`src/rtl/csa_pkg.sv`:
```
// rtl/csa_pkg.sv - shared types and defaults for the carry-save accumulator controller
package csa_pkg;

  // Controller states, fixed encoding so waveforms read consistently across builds
  typedef enum logic [1:0] {
    IDLE    = 2'b00,
    ACCUM   = 2'b01,
    RESOLVE = 2'b10,
    DONE    = 2'b11
  } csa_state_t;

  localparam int DEF_WIDTH   = 8;
  localparam int DEF_ACC_W   = 12;
  localparam int DEF_MAX_OPS = 16;

  // Width of one slice of the serial carry-propagate add
  localparam int NIB_W = 4;

endpackage

```
`src/rtl/csa_accum_ctrl_if.sv`:
```
// rtl/csa_accum_ctrl_if.sv - operand and result handshakes of the accumulator controller
interface csa_accum_ctrl_if #(
  parameter int WIDTH = csa_pkg::DEF_WIDTH,
  parameter int ACC_W = csa_pkg::DEF_ACC_W,
  parameter int CNT_W = $clog2(csa_pkg::DEF_MAX_OPS) + 1
);

  logic             in_valid;
  logic             in_ready;
  logic [WIDTH-1:0] in_data;
  logic             in_last;
  logic             out_valid;
  logic             out_ready;
  logic [ACC_W-1:0] out_sum;
  logic [CNT_W-1:0] out_count;
  logic             out_err;

  // Producer of operands and consumer of results
  modport master (
    output in_valid, in_data, in_last, out_ready,
    input  in_ready, out_valid, out_sum, out_count, out_err
  );

  // The accumulator controller itself
  modport slave (
    input  in_valid, in_data, in_last, out_ready,
    output in_ready, out_valid, out_sum, out_count, out_err
  );

endinterface

```
`src/rtl/csa_3to2_row.sv`:
```
// rtl/csa_3to2_row.sv - one row of full adders compressing three vectors into sum and carry
module csa_3to2_row import csa_pkg::*; #(
  parameter int ACC_W = DEF_ACC_W
) (
  input  logic [ACC_W-1:0] a,
  input  logic [ACC_W-1:0] b,
  input  logic [ACC_W-1:0] c,
  output logic [ACC_W-1:0] s,
  output logic [ACC_W-1:0] c_shifted
);

  logic [ACC_W-1:0] maj;

  // Bitwise full add: parity is the sum, majority moves up one weight as carry
  always_comb begin
    s         = a ^ b ^ c;
    maj       = (a & b) | (a & c) | (b & c);
    c_shifted = maj << 1;
  end

endmodule

```
`src/rtl/csa_accum_ctrl.sv`:
```
// rtl/csa_accum_ctrl.sv - multi-operand carry-save accumulator with nibble-serial resolve
module csa_accum_ctrl import csa_pkg::*; #(
  parameter int WIDTH   = DEF_WIDTH,
  parameter int ACC_W   = DEF_ACC_W,
  parameter int MAX_OPS = DEF_MAX_OPS
) (
  input  logic              clk,
  input  logic              rst_n,
  csa_accum_ctrl_if.slave   bus
);

  localparam int CNT_W     = $clog2(MAX_OPS) + 1;
  localparam int NUM_NIB   = ACC_W / NIB_W;
  localparam int NIB_IDX_W = (NUM_NIB > 1) ? $clog2(NUM_NIB) : 1;

  csa_state_t           state;
  logic [ACC_W-1:0]     sv;
  logic [ACC_W-1:0]     cv;
  logic [ACC_W-1:0]     res;
  logic [CNT_W-1:0]     cnt;
  logic [NIB_IDX_W-1:0] nib;
  logic                 carry_r;
  logic                 err_r;
  logic                 in_ready_r;
  logic                 out_valid_r;

  logic                 accept;
  logic [ACC_W-1:0]     op;
  logic [ACC_W-1:0]     row_a;
  logic [ACC_W-1:0]     row_b;
  logic [ACC_W-1:0]     row_s;
  logic [ACC_W-1:0]     row_c;
  logic [CNT_W-1:0]     cnt_next;
  logic                 hit_max;
  logic [NIB_W-1:0]     nib_s;
  logic [NIB_W-1:0]     nib_c;
  logic [NIB_W:0]       nib_sum;
  logic                 last_nib;

  // Accept qualification, first-operand clearing and the current resolve slice
  always_comb begin
    accept   = bus.in_valid && in_ready_r;
    op       = ACC_W'(bus.in_data);
    row_a    = (state == IDLE) ? '0 : sv;
    row_b    = (state == IDLE) ? '0 : cv;
    cnt_next = (state == IDLE) ? CNT_W'(1) : cnt + CNT_W'(1);
    hit_max  = (cnt_next == CNT_W'(MAX_OPS));
    nib_s    = '0;
    nib_c    = '0;
    for (int i = 0; i < NUM_NIB; i++) begin
      if (nib == NIB_IDX_W'(i)) begin
        nib_s = sv[i*NIB_W +: NIB_W];
        nib_c = cv[i*NIB_W +: NIB_W];
      end
    end
    nib_sum  = {1'b0, nib_s} + {1'b0, nib_c} + {{NIB_W{1'b0}}, carry_r};
    last_nib = (nib == NIB_IDX_W'(NUM_NIB - 1));
  end

  csa_3to2_row #(
    .ACC_W (ACC_W)
  ) u_row (
    .a         (row_a),
    .b         (row_b),
    .c         (op),
    .s         (row_s),
    .c_shifted (row_c)
  );

  // Controller: accumulate, resolve one nibble per cycle, then hold the result until taken
  always_ff @(posedge clk) begin
    if (!rst_n) begin
      state       <= IDLE;
      sv          <= '0;
      cv          <= '0;
      res         <= '0;
      cnt         <= '0;
      nib         <= '0;
      carry_r     <= 1'b0;
      err_r       <= 1'b0;
      in_ready_r  <= 1'b1;
      out_valid_r <= 1'b0;
    end else begin
      case (state)
        IDLE, ACCUM: begin
          if (accept) begin
            sv  <= row_s;
            cv  <= row_c;
            cnt <= cnt_next;
            if (bus.in_last || hit_max) begin
              state      <= RESOLVE;
              in_ready_r <= 1'b0;
              err_r      <= !bus.in_last;
            end else begin
              state <= ACCUM;
            end
          end
        end
        RESOLVE: begin
          for (int i = 0; i < NUM_NIB; i++) begin
            if (nib == NIB_IDX_W'(i)) begin
              res[i*NIB_W +: NIB_W] <= nib_sum[NIB_W-1:0];
            end
          end
          carry_r <= nib_sum[NIB_W];
          nib     <= nib + NIB_IDX_W'(1);
          if (last_nib) begin
            state       <= DONE;
            out_valid_r <= 1'b1;
          end
        end
        DONE: begin
          if (bus.out_ready) begin
            state       <= IDLE;
            out_valid_r <= 1'b0;
            in_ready_r  <= 1'b1;
            err_r       <= 1'b0;
            nib         <= '0;
            carry_r     <= 1'b0;
          end
        end
        default: begin
          state <= IDLE;
        end
      endcase
    end
  end

  // Result fields come straight from their holding registers
  always_comb begin
    bus.in_ready  = in_ready_r;
    bus.out_valid = out_valid_r;
    bus.out_sum   = res;
    bus.out_count = cnt;
    bus.out_err   = err_r;
  end

endmodule
```
`src/flat_wrapper.sv`:
```
// flat-port wrapper written by rule: the top's interface ports become plain ports
module csa_accum_ctrl_flat import csa_pkg::*;
#(
  parameter int WIDTH   = DEF_WIDTH,
  parameter int ACC_W   = DEF_ACC_W,
  parameter int MAX_OPS = DEF_MAX_OPS
)
  (clk, rst_n, bus_in_valid, bus_in_data, bus_in_last, bus_out_ready, bus_in_ready, bus_out_valid, bus_out_sum, bus_out_count, bus_out_err);
  csa_accum_ctrl_if #(.WIDTH(WIDTH), .ACC_W(ACC_W)) bus_i ();
  input  logic clk;
  input  logic rst_n;
  input wire logic [$bits(bus_i.in_valid)-1:0] bus_in_valid;
  input wire logic [$bits(bus_i.in_data)-1:0] bus_in_data;
  input wire logic [$bits(bus_i.in_last)-1:0] bus_in_last;
  input wire logic [$bits(bus_i.out_ready)-1:0] bus_out_ready;
  output wire logic [$bits(bus_i.in_ready)-1:0] bus_in_ready;
  output wire logic [$bits(bus_i.out_valid)-1:0] bus_out_valid;
  output wire logic [$bits(bus_i.out_sum)-1:0] bus_out_sum;
  output wire logic [$bits(bus_i.out_count)-1:0] bus_out_count;
  output wire logic [$bits(bus_i.out_err)-1:0] bus_out_err;
  assign bus_i.in_valid = bus_in_valid;
  assign bus_i.in_data = bus_in_data;
  assign bus_i.in_last = bus_in_last;
  assign bus_i.out_ready = bus_out_ready;
  assign bus_in_ready = bus_i.in_ready;
  assign bus_out_valid = bus_i.out_valid;
  assign bus_out_sum = bus_i.out_sum;
  assign bus_out_count = bus_i.out_count;
  assign bus_out_err = bus_i.out_err;
  csa_accum_ctrl #(.WIDTH(WIDTH), .ACC_W(ACC_W), .MAX_OPS(MAX_OPS)) u_core (.clk(clk), .rst_n(rst_n), .bus(bus_i));
endmodule
```
`config.mk`:
```
export PLATFORM = sky130hd
export DESIGN_NAME = csa_accum_ctrl_flat
export DESIGN_NICKNAME = d
export VERILOG_FILES = /design/src/rtl/csa_pkg.sv /design/src/rtl/csa_accum_ctrl_if.sv /design/src/rtl/csa_3to2_row.sv /design/src/rtl/csa_accum_ctrl.sv /design/src/flat_wrapper.sv
export SDC_FILE = /design/constraint.sdc
export NUM_CORES = 1
export LEC_CHECK = 0
export ABC_AREA = 0
export CAP_MARGIN = 20
export CORE_UTILIZATION = 50
export CTS_CLUSTER_SIZE = 20
export DETAILED_ROUTE_END_ITERATION = 16
export GPL_TIMING_DRIVEN = 0
export PLACE_DENSITY = 0.76
export SYNTH_ARGS = -nofsm -noshare
export SYNTH_HDL_FRONTEND = slang
export SYNTH_SLANG_ARGS = --single-unit
```
`constraint.sdc`:
```
create_clock -name clk -period 2.3 [get_ports clk]
set_input_delay 0.23 -clock clk [delete_from_list [all_inputs] [get_ports clk]]
set_output_delay 0.23 -clock clk [all_outputs]
set_load 0.01 [all_outputs]
```
==> metrics.txt, run 1 <==
status finished, final reports clean; Largest delay share family, worst path adder cells; min Tclk post-route 2220 ps; mapped cell area between 2000 and 3000 sq um; post-DP HPWL approximately 4300 um; Hold Crit Depth 3; Initial Util 0.517; Worst Setup SP u_core.nib[1]; Tot Pwr approximately 0.0017 W; Initial DRC Count roughly 120; crit path to u_core.bus.out_sum[5]; switching share of power 0.286; FP Rows 26; first-pass GRT wire length 9980 um; Worst Skew 6.30 ps; Max Cap Viol 0; fmax 450 MHz; R2R setup slack around 77 ps; Critical Path Stages 11; Slowest cell on crit path fa_2; DR WL/cell roughly 14 um; antenna cells 0; WHS around 270 ps; port bufs 31; num ports 33; Switch Pwr 0.000479 W; # H-tree levels 2; root buffer cell clkbuf_8; CTS tree built; Core ar. around 5100 sq um; min-delay worst type primary input to register; critical-path cell list inv_4, ha_4, buf_8, nand2_1, a21oi_2, a21oi_4, fa_2, inv_2, fa_2, mux2i_1, nor2_1; number of detailed-route iterations in the first pass 4; Worst-path clk slew 80 ps; initial antenna violation count 0; clock buffer depth 2; EDFF count, synth 0; Clock Latency Late Sink ~300 ps; largest net degree at the start of global routing 14; Post-synth ARST share 0; area of the die about 5500 sq um; slowest cell delay on critical path around 450 ps; Reg-to-Reg End u_core.bus.out_sum[5]; fin. max-slew vios 0; syn nets 359; final antenna-violating net count 0; Area Growth Syn to Fin 24.8%; Data arrival, critical path about 2400 ps; crit end category register; WP buf/inv 3; Die W about 74 um; Worst Path Class, Setup register to register; share of layout cells above drive strength 1 0.134; pre-CTS WS -383 ps; post-synthesis register bit count 48; Synth Instances 325; Comb pwr share 0.186; nets@finish 401; dominant synthesized flop cell dfxtp_1; clock share of power 0.287; startpoint types register; Total GRT Usage 0.240; Total Wirelength between 6000 and 7000 um; Die Ht 74.5 um; final hold vios 0; gpl congestion roughly 0.8; Mean Syn Cell Area just over 8 sq um; FF-to-FF path depth 11; Top cell by count, worst path fa_2; Final Cycle Share 0.967; Clock Sinks 48; Req. time, crit path 2470 ps; worst setup margin roughly 77 ps; Syn. warnings 0; Netlist cell types 41; Final setup violation count 0; worst r2r src u_core.nib[1]; Slew @ Worst Pin between 500 and 600 ps; slew margin rel. 0.605; CP Max Fanout 7; post-synthesis sequential area ratio 0.366; RSZ-0062 raised after global routing true; number of buffers created by CTS 5; vias in the first global route ~2200; leakage approximately 1.2 nW; total gr overflow 0; DRC viols 0; via count around 2300; P_int between 0.001 and 0.0015 W; cts hold-fix bufs 0; DR vias/cell around 5.3; Cell Pwr Density slightly above 500 nW/um^2; Peak VDD IR about 0.00035 V; Seq pwr share 0.527
-- Yosys cell counts, drive strengths merged, types with 7 or more instances --
library cell	count	area [sq um]
a211oi	8	60.1
o21ai	14	70.1
a21oi	42	210
nand2	73	274
nor2	28	105
clkbuf	9	33.8
ha	12	150
fa	9	180
buf	12	62.6
inv	7	26.3
nor2b	24	150
dfxtp	48	961
-- flip-flops by register name (all words and copies together), names as in the netlist --
name	count
u_core.bus.out_sum	12
u_core.bus.out_valid	1
u_core.bus.out_err	1
u_core.state	2
u_core.cv	11
u_core.carry_r	1
u_core.sv	12
u_core.nib	2
u_core.bus.in_ready	1
u_core.bus.out_count	5
-- per-stage QoR --
stage | std cells | utilization | instance area [sq um] | setup TNS [ps]
global placement | 426 | 0.596 | 3030 | -1870
global route | 437 | 0.645 | 3280 | -54.0
floorplan | 325 | - | 2630 | 0
CTS | 434 | 0.630 | 3200 | 0
detailed placement | 426 | 0.596 | 3030 | -2110
finish | 437 | 0.645 | 3280 | 0
-- final cells by class --
class,count,area [sq um]
multi-input combinational,248,1640
buffer,20,121
sequential,48,968
inverter,8,32.5
fill,436,1800
clock inverter,1,5.00
timing repair buffer,36,348
tap,70,87.6
clock buffer,6,72.6
-- power groups by stage --
stage	sequential, W	clock (W)	combinational (W)
after floorplan	0.000898	0	0.000182
after global placement	0.000900	0	0.000275
after detailed placement	0.000900	0	0.000282
after CTS	0.000881	0.000489	0.000296
after global routing	0.000885	0.000529	0.000344
final	0.000881	0.000479	0.000310
-- layer usage --
metal  track usage  routed length (um)  vias up
met3        0.0501                 163        9
li1              -                   -     1175
met2         0.394                2950       43
met5             0                   0        -
met4        0.0839                 112        0
met1         0.312                2790     1092
-- cells in the final DEF (no fill, tap or decap), drive strengths merged, types with 5 or more instances in the layout --
cell / count
nand2: 73
nor2: 28
nor2b: 24
clkbuf: 12
buf: 19
mux2i: 5
inv: 7
a211oi: 8
o21ai: 14
a21oi: 42
clkdlybuf4s50: 31
dfxtp: 48
ha: 12
fa: 9
-- how the worst min path moves through the flow --
stage                               from               endpoint  slack [ps]
after global routing               rst_n  u_core.bus.out_sum[7]         260
after floorplan            bus_out_ready   u_core.bus.out_valid         430
after detailed placement  u_core.carry_r         u_core.carry_r         450
after CTS                          rst_n  u_core.bus.out_sum[3]         260
final                              rst_n  u_core.bus.out_sum[3]         270
after global placement    u_core.carry_r         u_core.carry_r         440
-- what timing repair did --
action / 4_1_cts / 5_1_grt
buffers inserted: 2 / 3
hold endpoints to repair: 0 / 0
gates resized for setup: 25 / 16
endpoints found under the setup margin: 10 / 17
pin swaps: 1 / 4
-- logic make-up after synthesis --
family / after synthesis / synth area share
AO/OA/AOI/OAI: 78 / 0.175
adder cells (fa/ha/maj): 21 / 0.126
multiplexers: 5 / 0.0238
buffers and inverters: 29 / 0.0481
flip-flops: 48 / 0.366
XOR/XNOR: 3 / 0.0100
AND/OR/NAND/NOR: 141 / 0.251
-- worst reg2reg max path, stage by stage, from the launching register on --
cell and delay (ps):
dfxtp_4 360, inv_4 80, ha_4 140, buf_8 110, nand2_1 60, a21oi_2 190, a21oi_4 50, fa_2 370
inv_2 60, fa_2 450, mux2i_1 170, nor2_1 60
Power figures use the tool's default switching activity.
==> inputs of run 2 (changes only) <==
--- a/config.mk
+++ b/config.mk
@@ -10,6 +10,7 @@
 export CORE_UTILIZATION = 50
 export CTS_CLUSTER_SIZE = 20
 export DETAILED_ROUTE_END_ITERATION = 16
+export GPL_ROUTABILITY_DRIVEN = 0
 export GPL_TIMING_DRIVEN = 0
 export PLACE_DENSITY = 0.76
 export SYNTH_ARGS = -nofsm -noshare
==> results of run 2 <==
Same layout as run 1: the final DEF is identical, and so are final timing and power.
==> inputs of run 3 (changes only) <==
--- a/config.mk
+++ b/config.mk
@@ -5,10 +5,8 @@
 export SDC_FILE = /design/constraint.sdc
 export NUM_CORES = 1
 export LEC_CHECK = 0
-export ABC_AREA = 0
 export CAP_MARGIN = 20
 export CORE_UTILIZATION = 50
-export CTS_CLUSTER_SIZE = 20
 export DETAILED_ROUTE_END_ITERATION = 16
 export GPL_ROUTABILITY_DRIVEN = 0
 export GPL_TIMING_DRIVEN = 0
==> results of run 3 <==
Same layout as run 1: the final DEF is identical, and so are final timing and power.
